<file path="src/rtl/stream_match_pkg.sv">
// Shared types and defaults for the stream match controller and its pattern detector.
package stream_match_pkg;

    typedef enum logic [1:0] {
        IDLE  = 2'd0,
        SHIFT = 2'd1,
        FLUSH = 2'd2,
        DONE  = 2'd3
    } state_t;

    localparam int                   DEF_PAT_W   = 4;
    localparam logic [DEF_PAT_W-1:0] DEF_PATTERN = 4'b0010;

endpackage

</file>
<file path="src/rtl/stream_match_ctrl_if.sv">
// Word-input handshake between the word source and the stream match controller.
// A word transfers on a rising clock edge where in_valid and in_ready are both high;
// the source holds in_valid/in_word until then, and the sink may drop in_ready at any time.
interface stream_match_ctrl_if #(
    parameter int WORD_W = 8
);
    logic              in_valid;
    logic [WORD_W-1:0] in_word;
    logic              in_ready;

    modport master (output in_valid, output in_word, input in_ready);
    modport slave  (input in_valid, input in_word, output in_ready);
endinterface

</file>
<file path="src/rtl/pattern_history_det.sv">
// Moore pattern detector over a serial bit history; the match output decodes registers only.
module pattern_history_det
    import stream_match_pkg::*;
#(
    parameter int               PAT_W   = DEF_PAT_W,
    parameter logic [PAT_W-1:0] PATTERN = DEF_PATTERN
) (
    input  logic clock,
    input  logic reset,
    input  logic clr,
    input  logic en,
    input  logic bit_in,
    output logic match
);

    localparam int               FILL_W    = $clog2(PAT_W + 1);
    localparam logic [FILL_W-1:0] FILL_FULL = FILL_W'(PAT_W);

    logic [PAT_W-1:0]  hist;
    logic [FILL_W-1:0] fill;
    logic              adv;

    always_ff @(posedge clock or posedge reset) begin
        if (reset) begin
            hist <= '0;
            fill <= '0;
            adv  <= 1'b0;
        end else if (clr) begin
            hist <= '0;
            fill <= '0;
            adv  <= 1'b0;
        end else begin
            adv <= en;
            if (en) begin
                hist <= {hist[PAT_W-2:0], bit_in};
                if (fill != FILL_FULL) fill <= fill + 1'b1;
            end
        end
    end

    // A match is only reported for the edge that actually advanced a full history.
    assign match = adv && (fill == FILL_FULL) && (hist == PATTERN);

endmodule

</file>
<file path="src/rtl/stream_match_ctrl.sv">
// Serialises accepted words MSB-first into the pattern detector and counts matches per word.
module stream_match_ctrl
    import stream_match_pkg::*;
#(
    parameter int               WORD_W  = 8,
    parameter int               PAT_W   = DEF_PAT_W,
    parameter logic [PAT_W-1:0] PATTERN = DEF_PATTERN,
    parameter int               CNT_W   = 4
) (
    input  logic                clock,
    input  logic                reset,
    stream_match_ctrl_if.slave  in_if,
    input  logic                clear_ctx,
    output logic                det_bit,
    output logic                det_valid,
    output logic                match_pulse,
    output logic [CNT_W-1:0]    match_count,
    output logic                busy,
    output logic                done,
    output state_t              dbg_state
);

    localparam int                  BIT_CNT_W = $clog2(WORD_W + 1);
    localparam logic [BIT_CNT_W-1:0] BITS_FULL = BIT_CNT_W'(WORD_W);
    localparam logic [BIT_CNT_W-1:0] BITS_LAST = BIT_CNT_W'(1);

    state_t               state;
    logic [WORD_W-1:0]    shreg;
    logic [BIT_CNT_W-1:0] bit_cnt;
    logic                 ready_r;
    logic                 det_clr;

    always_ff @(posedge clock or posedge reset) begin
        if (reset) begin
            state       <= IDLE;
            shreg       <= '0;
            bit_cnt     <= '0;
            match_count <= '0;
            ready_r     <= 1'b1;
            det_valid   <= 1'b0;
            done        <= 1'b0;
        end else begin
            if (match_pulse && (match_count != {CNT_W{1'b1}}))
                match_count <= match_count + 1'b1;
            case (state)
                IDLE: begin
                    if (in_if.in_valid) begin
                        shreg       <= in_if.in_word;
                        bit_cnt     <= BITS_FULL;
                        match_count <= '0;
                        ready_r     <= 1'b0;
                        det_valid   <= 1'b1;
                        state       <= SHIFT;
                    end
                end
                SHIFT: begin
                    shreg   <= shreg << 1;
                    bit_cnt <= bit_cnt - 1'b1;
                    if (bit_cnt == BITS_LAST) begin
                        det_valid <= 1'b0;
                        state     <= FLUSH;
                    end
                end
                // The last bit's match decision is visible here, so the count settles on this edge.
                FLUSH: begin
                    done  <= 1'b1;
                    state <= DONE;
                end
                DONE: begin
                    done    <= 1'b0;
                    ready_r <= 1'b1;
                    state   <= IDLE;
                end
                default: state <= IDLE;
            endcase
        end
    end

    assign det_bit        = det_valid & shreg[WORD_W-1];
    assign det_clr        = (state == IDLE) && clear_ctx;
    assign in_if.in_ready = ready_r;
    assign busy           = ~ready_r;
    assign dbg_state      = state;

    pattern_history_det #(
        .PAT_W   (PAT_W),
        .PATTERN (PATTERN)
    ) u_det (
        .clock  (clock),
        .reset  (reset),
        .clr    (det_clr),
        .en     (det_valid),
        .bit_in (det_bit),
        .match  (match_pulse)
    );

endmodule

</file>
<file path="src/flat_wrapper.sv">
// flat-port wrapper written by rule: the top's interface ports become plain ports
module stream_match_ctrl_flat import stream_match_pkg::*;
#(
    parameter int               WORD_W  = 8,
    parameter int               PAT_W   = DEF_PAT_W,
    parameter logic [PAT_W-1:0] PATTERN = DEF_PATTERN,
    parameter int               CNT_W   = 4
)
  (clock, reset, clear_ctx, det_bit, det_valid, match_pulse, match_count, busy, done, dbg_state, in_if_in_valid, in_if_in_word, in_if_in_ready);
  stream_match_ctrl_if #(.WORD_W(WORD_W)) in_if_i ();
  input  logic clock;
  input  logic reset;
  input  logic clear_ctx;
  output logic det_bit;
  output logic det_valid;
  output logic match_pulse;
  output logic [CNT_W-1:0] match_count;
  output logic busy;
  output logic done;
  output state_t dbg_state;
  input wire logic [$bits(in_if_i.in_valid)-1:0] in_if_in_valid;
  input wire logic [$bits(in_if_i.in_word)-1:0] in_if_in_word;
  output wire logic [$bits(in_if_i.in_ready)-1:0] in_if_in_ready;
  assign in_if_i.in_valid = in_if_in_valid;
  assign in_if_i.in_word = in_if_in_word;
  assign in_if_in_ready = in_if_i.in_ready;
  stream_match_ctrl #(.WORD_W(WORD_W), .PAT_W(PAT_W), .PATTERN(PATTERN), .CNT_W(CNT_W)) u_core (.clock(clock), .reset(reset), .in_if(in_if_i), .clear_ctx(clear_ctx), .det_bit(det_bit), .det_valid(det_valid), .match_pulse(match_pulse), .match_count(match_count), .busy(busy), .done(done), .dbg_state(dbg_state));
endmodule
</file>
<file path="config.mk">
export PLATFORM = sky130hd
export DESIGN_NAME = stream_match_ctrl_flat
export DESIGN_NICKNAME = d
export VERILOG_FILES = /design/src/rtl/stream_match_pkg.sv /design/src/rtl/stream_match_ctrl_if.sv /design/src/rtl/pattern_history_det.sv /design/src/rtl/stream_match_ctrl.sv /design/src/flat_wrapper.sv
export SDC_FILE = /design/constraint.sdc
export NUM_CORES = 1
export LEC_CHECK = 0
export ABC_AREA = 1
export BUFFER_PORTS_ARGS = -buffer_cell sky130_fd_sc_hd__buf_2
export CORE_MARGIN = 2
export CORE_UTILIZATION = 40
export CTS_CLUSTER_SIZE = 14
export DETAILED_ROUTE_END_ITERATION = 8
export GPL_ROUTABILITY_DRIVEN = 0
export PLACE_DENSITY = 0.73
export SETUP_SLACK_MARGIN = 0.1
export SLEW_MARGIN = 30
export SYNTH_ARGS = -nofsm -noshare
export SYNTH_HDL_FRONTEND = slang
export SYNTH_SLANG_ARGS = --single-unit
</file>
<file path="constraint.sdc">
create_clock -name clock -period 1.35 [get_ports clock]
set_input_delay 0.27 -clock clock [delete_from_list [all_inputs] [get_ports clock]]
set_output_delay 0.27 -clock clock [all_outputs]
set_load 0.05 [all_outputs]
</file>
==> flow_metrics.py, run 1 <==
metrics = {
    "outcome": {
        "status": "complete, but fails checks",
        "violations": "negative setup slack",
    },
    "route": {
        "dr.pass1.iters": 4,
        "antenna_left": 0,
        "wire_per_inst_um": 12.3,
        "routed_wl_mm": 3.49,
        "vias": 1328,
        "route.detailed.drc": 0,
        "vias_per_cell": 4.69,
        "drtIter0Drc": 22,
    },
    "critical_path": {
        "cp_data_arrival_time_ns": 1.29,
        "critPathRequiredTime_ns": 1.08,
        "end_kind": "primary output",
        "startpoint_type": "flop",
        "worstPathMaxFanout": 2,
        "critPathKind": "reg -> out",
    },
    "cts": {
        "clockBufferDepth": 2,
        "cts_tree": "done",
        "numCtsBuffers": 5,
        "root_buffer": "clkbuf_8",
        "path_clk_slew_ns": 0.06,
        "clk_latency_ns": 0.28,
        "cts_htree_levels": 2,
        "ctsHoldBuffers": 0,
        "clock_sinks": 29,
    },
    "global_routing": {
        "first_global_vias": 1308,
        "antenna_found_initial": 0,
        "grt_use_total": 0.171,
        "grt_max_degree": 30,
        "grt.overflow.total": 0,
        "grt_pass1_wl_mm": 5.60,
    },
    "flow_run": {
        "maxCapViolations": 0,
    },
    "timing": {
        "fin_ws_ns": -0.208,
        "slew_viol_final": 0,
        "hold_ws_ns": 0.0382,
        "fin_worst_skew_ns": 0.00464,
        "setup_violations": 2,
        "fmax_mhz": 642,
        "fin_crit_sh": 1.15,
        "relSlewSlack": 0.755,
        "finalSetupTns_ns": -0.250,
        "rsz0062_at_grt": "true",
        "fin_crit_ns": 1.56,
        "worst_pin_slew_ns": 0.368,
        "finalHoldViolCount": 0,
    },
    "logic_synthesis": {
        "synth_mux_area_frac": 0,
        "synthAdderAreaFrac": 0.0818,
        "synth_compound_area_frac": 0.119,
        "ys_seq_area_frac": 0.475,
        "netlist_area_mm2": 0.00153,
        "synth_cell_types": 26,
        "yosys.area_share.xor_xnor": 0,
        "synth_top_family_by_area": "simple AND/OR/NAND/NOR gates",
        "yosys.area_share.simple": 0.227,
        "syn-instance-count": 179,
        "syn_avg_cell_area_um2": 8.55,
        "syn_nets": 201,
        "yosysWarnings": 0,
        "synth.ff_latch_count": 29,
    },
    "finish": {
        "nets": 256,
        "areaGrowthSynthToFinish_pct": 55.7,
        "fin_cells": 283,
        "diodes": 0,
        "num-fill-cells": 289,
        "post-route-cell-area_mm2": 0.00238,
        "drive_gt1_frac": 0.515,
    },
    "placed_design": {
        "placedCellCount": 258,
        "post-place-ws_ns": -0.0416,
        "placed_area_mm2": 0.00185,
        "dp.final_hpwl_mm": 2.08,
        "io_buffers": 23,
    },
    "die": {
        "die_area_mm2": 0.00434,
        "io_pins": 24,
        "initial_core_util": 0.418,
        "fp.dieW_um": 65.9,
        "rows": 22,
        "core_area_mm2": 0.00366,
        "die_y_um": 65.9,
    },
    "pwr": {
        "p_per_area_mw_per_mm2": 2740,
        "ir_drop_mv": 1.34,
        "p_leak_uw": 0.00115,
    },
    "hold_path": {
        "hp-class": "in -> async",
    },
}
[kinds of logic (layout without fill, tap and decap cells)]
logic type / count (synthesis) / count (layout)
DFF: 29 / 29
and+or+nand+nor: 75 / 78
buffers and inverters: 36 / 89
AOI/OAI and AO/OA: 29 / 29
adders and majority gates: 10 / 10
[repair_timing]
| item | CTS | global route |
|---|---|---|
| cloned | 2 | 2 |
| buffers inserted | 6 | 8 |
| endpoints found under the setup margin | 26 | 32 |
| pin swaps | 7 | 13 |
| resized for setup | 33 | 42 |
[power breakdown]
group	internal [uW]	leakage, uW	switching [uW]	total, uW
combinational	1820	0.000745	2320	4140
sequential	1290	0.000352	290	1580
clock	460	0.0000542	338	798
[per-layer routing]
metal | track usage | routed length [um] | up-vias
met5 | 0 | 0 | -
met4 | 0.0781 | 61 | 0
met3 | 0.0409 | 120 | 4
met2 | 0.309 | 1870 | 17
met1 | 0.188 | 1440 | 631
li1 | - | - | 676
[sequential cells by signal, summed over array words and instances, names as in the netlist]
signal,flops
u_core.shreg,8
u_core.bit_cnt,4
u_core.match_count,4
u_core.u_det.hist,4
u_core.u_det.fill,3
u_core.dbg_state,2
u_core.det_valid,1
u_core.done,1
u_core.in_if.in_ready,1
u_core.u_det.adv,1
[final timing paths]
path / cells after the start / slack, ns / start / endpoint
max: 7 / -0.21 / u_core.u_det.fill[0] / match_pulse
min: 3 / 0.04 / reset / u_core.match_count[3]
max reg2reg: 8 / -0.04 / u_core.dbg_state[0] / u_core.bit_cnt[3]
min reg2reg: 2 / 0.50 / u_core.in_if.in_ready / u_core.in_if.in_ready
max in group asynchronous: 3 / 0.99 / reset / u_core.in_if.in_ready
min in group clock: 3 / 0.22 / in_if_in_word[0] / u_core.shreg[0]
[cells in the final DEF, fill, tap and decap left out, drive strengths merged]
master	Yosys	final
a21oi	3	3
buf	3	45
clkbuf	0	10
clkinv	1	2
dfrtp	28	28
dfstp	1	1
ha	10	10
inv	32	32
nand2	43	46
nand3	5	5
nand3b	1	1
nor2	22	22
nor3	4	4
o211ai	6	6
o21ai	16	16
o22ai	4	4
[worst max-delay path, stage by stage (launching register included)]
cell and delay [ns]:
dfrtp_1 0.40, inv_2 0.09, ha_4 0.13, nand2_2 0.04
clkinv_2 0.06, nand2_4 0.06, nor2_8 0.09, buf_8 0.15
[Yosys cell counts]
library cell	number	area, um^2
o21ai_0	3	15.0
buf_4	1	7.51
o211ai_2	2	25.0
o21ai_1	13	65.1
nand3b_1	1	7.51
nor3_1	4	20.0
inv_1	29	109
dfrtp_1	28	701
ha_1	10	125
a21oi_1	3	15.0
nand2_2	2	12.5
o22ai_2	1	12.5
nor2_1	20	75.1
o211ai_1	4	30.0
buf_2	1	5.00
buf_6	1	11.3
nand2_1	38	143
clkinv_2	1	5.00
inv_2	3	11.3
nor2_8	1	20.0
nand3_1	4	20.0
nand3_2	1	10.0
nand2_4	3	33.8
dfstp_2	1	26.3
o22ai_1	3	18.8
nor2_2	1	6.26
[area by class of cell]
cell class / count / area (um^2) / share of cell area
Multi-Input combinational cell: 117 / 927 / 0.389
Clock buffer: 7 / 96.3 / 0.0404
Tap cell: 48 / 60.1 / 0.0252
Inverter: 33 / 140 / 0.0588
Sequential cell: 29 / 733 / 0.308
Timing Repair Buffer: 48 / 420 / 0.176
Clock inverter: 1 / 5.00 / 0.00210
[stage by stage]
step / util / power, uW
3_5_place_dp: 0.505 / 4280
3_3_place_gp: 0.505 / 4190
4_1_cts: 0.582 / 5690
5_1_grt: 0.651 / 7000
6_report: 0.651 / 6520
2_1_floorplan: - / 3620
(Power assumes the default switching activity.)
==> inputs of run 2 (changes only) <==
MAX_ROUTING_LAYER = met4   (was default)
==> run 2 against run 1 <==
Net effect:
- the flow still finishes with violations (negative setup slack)
- clock-buffer cell count is the same
- core utilization is the same
- cell area is the same
- routed wire length grew 0.29%
- worst hold slack is essentially flat
- non-clock buffer count is the same
- die area is the same
- sequential share of layout area is the same
- largest cell class unchanged
==> flow_metrics.py, run 2 (synthesis gave the netlist of run 1 again) <==
metrics = {
    "finish": {
        "finish.utilization": 0.651,
        "largest_reg_flops": 8,
        "areaGrowthSynthToFinish_pct": 55.7,
        "final_cell_mix": "nand2_1, dfrtp_1, buf_4, inv_1, nor2_1",
        "fin_cells": 283,
        "diodes": 0,
        "final_common_cell": "nand2_1",
        "nets": 256,
        "post-route-cell-area_mm2": 0.00238,
        "drive_gt1_frac": 0.515,
        "regMostFlops": "u_core.shreg",
    },
    "cts": {
        "clockBufferDepth": 2,
        "clock_sinks": 29,
        "path_clk_slew_ns": 0.06,
        "ctsHoldBuffers": 0,
        "numCtsBuffers": 5,
        "clk_latency_ns": 0.28,
        "cts_htree_levels": 2,
        "root_buffer": "clkbuf_8",
        "cts_tree": "done",
    },
    "global_routing": {
        "grt_max_degree": 30,
        "antenna_found_initial": 0,
        "first_global_vias": 1300,
        "grt_use_total": 0.176,
        "grt.overflow.total": 0,
        "grt_pass1_wl_mm": 5.59,
    },
    "route": {
        "routed_wl_mm": 3.50,
        "drtIter0Drc": 26,
        "wire_per_inst_um": 12.4,
        "vias": 1333,
        "route.detailed.drc": 0,
        "antenna_left": 0,
        "vias_per_cell": 4.71,
        "dr.pass1.iters": 4,
    },
    "die": {
        "initial_core_util": 0.418,
        "die_area_mm2": 0.00434,
        "core_area_mm2": 0.00366,
        "io_pins": 24,
        "rows": 22,
        "fp.dieW_um": 65.9,
        "die_y_um": 65.9,
    },
    "timing": {
        "finalSetupTns_ns": -0.250,
        "finalHoldViolCount": 0,
        "setup_violations": 2,
        "fmax_mhz": 642,
        "fin_crit_ns": 1.56,
        "slew_viol_final": 0,
        "fin_crit_sh": 1.15,
        "relSlewSlack": 0.755,
        "rsz0062_at_grt": "true",
        "fin_ws_ns": -0.207,
        "worst_pin_slew_ns": 0.368,
        "fin_worst_skew_ns": 0.00436,
    },
    "placed_design": {
        "dp.final_hpwl_mm": 2.08,
        "io_buffers": 23,
        "post-place-ws_ns": -0.0416,
        "placed_area_mm2": 0.00185,
        "placedCellCount": 258,
    },
    "critical_path": {
        "worstPathMaxFanout": 2,
        "startpoint_type": "flop",
        "critPathRequiredTime_ns": 1.08,
        "cp_data_arrival_time_ns": 1.29,
        "end_kind": "primary output",
        "critPathKind": "reg -> out",
    },
    "pwr": {
        "p_per_area_mw_per_mm2": 2740,
        "ir_drop_mv": 1.34,
        "p_leak_uw": 0.00115,
    },
    "outcome": {
        "status": "complete, but fails checks",
        "violations": "negative setup slack",
    },
    "flow_run": {
        "maxCapViolations": 0,
    },
    "hold_path": {
        "hp-class": "in -> async",
    },
}
## run 2: cell count changes in the layout (fill, tap and decap cells not counted)
cell / before / now
buf_4: 20 / 21
clkbuf_4: 2 / 1
## run 2: worst paths after layout
kind                            depth (start not counted)  slack (ns)               endpoint                   from
worst max-delay path                                    7       -0.21            match_pulse   u_core.u_det.fill[0]
worst min-delay path                                    3        0.04  u_core.match_count[3]                  reset
worst max register to register                          8       -0.04      u_core.bit_cnt[3]    u_core.dbg_state[0]
worst min register to register                          2        0.50  u_core.in_if.in_ready  u_core.in_if.in_ready
max in group asynchronous                               3        0.99  u_core.in_if.in_ready                  reset
min in group clock                                      3        0.22        u_core.shreg[0]       in_if_in_word[0]
## run 2: power breakdown
group	leakage (uW)	internal [uW]	switching, uW
clock	0.0000542	460	339
sequential	0.000352	1290	290
combinational	0.000746	1820	2320
## run 2: cell type report
type	count	area, um^2
Tap cell	48	60.1
Fill cell	289	1280
Clock inverter	1	5.00
Multi-Input combinational cell	117	927
Timing Repair Buffer	48	420
Sequential cell	29	733
Inverter	33	140
Clock buffer	7	96.3
## run 2: metal layers
metal  up-vias  share of wire  GRT usage
met5         -              0          -
met4         0          0.017     0.0469
met3         4          0.039     0.0613
met2        21           0.54      0.309
met1       634           0.41      0.188
li1        674              -          -
## run 2: worst max-delay path, cell delays in order (launching register included)
cell      delay, ns
dfrtp_1        0.40
inv_2          0.09
ha_4           0.13
nand2_2        0.04
clkinv_2       0.06
nand2_4        0.06
nor2_8         0.09
buf_8          0.15
## run 2: timing repair
| action | in CTS | in global routing |
|---|---|---|
| gates cloned | 2 | 2 |
| setup buffers | 6 | 8 |
| pin swaps | 7 | 13 |
| setup endpoints to repair | 26 | 32 |
| gates resized for setup | 33 | 43 |
## run 2: per-stage QoR
step	total power, uW	hold WS, ns
after floorplan	3620	0.347
after global placement	4190	0.362
after detailed placement	4280	0.363
after CTS	5690	0.0539
after global routing	7010	0.0795
final	6520	0.0378
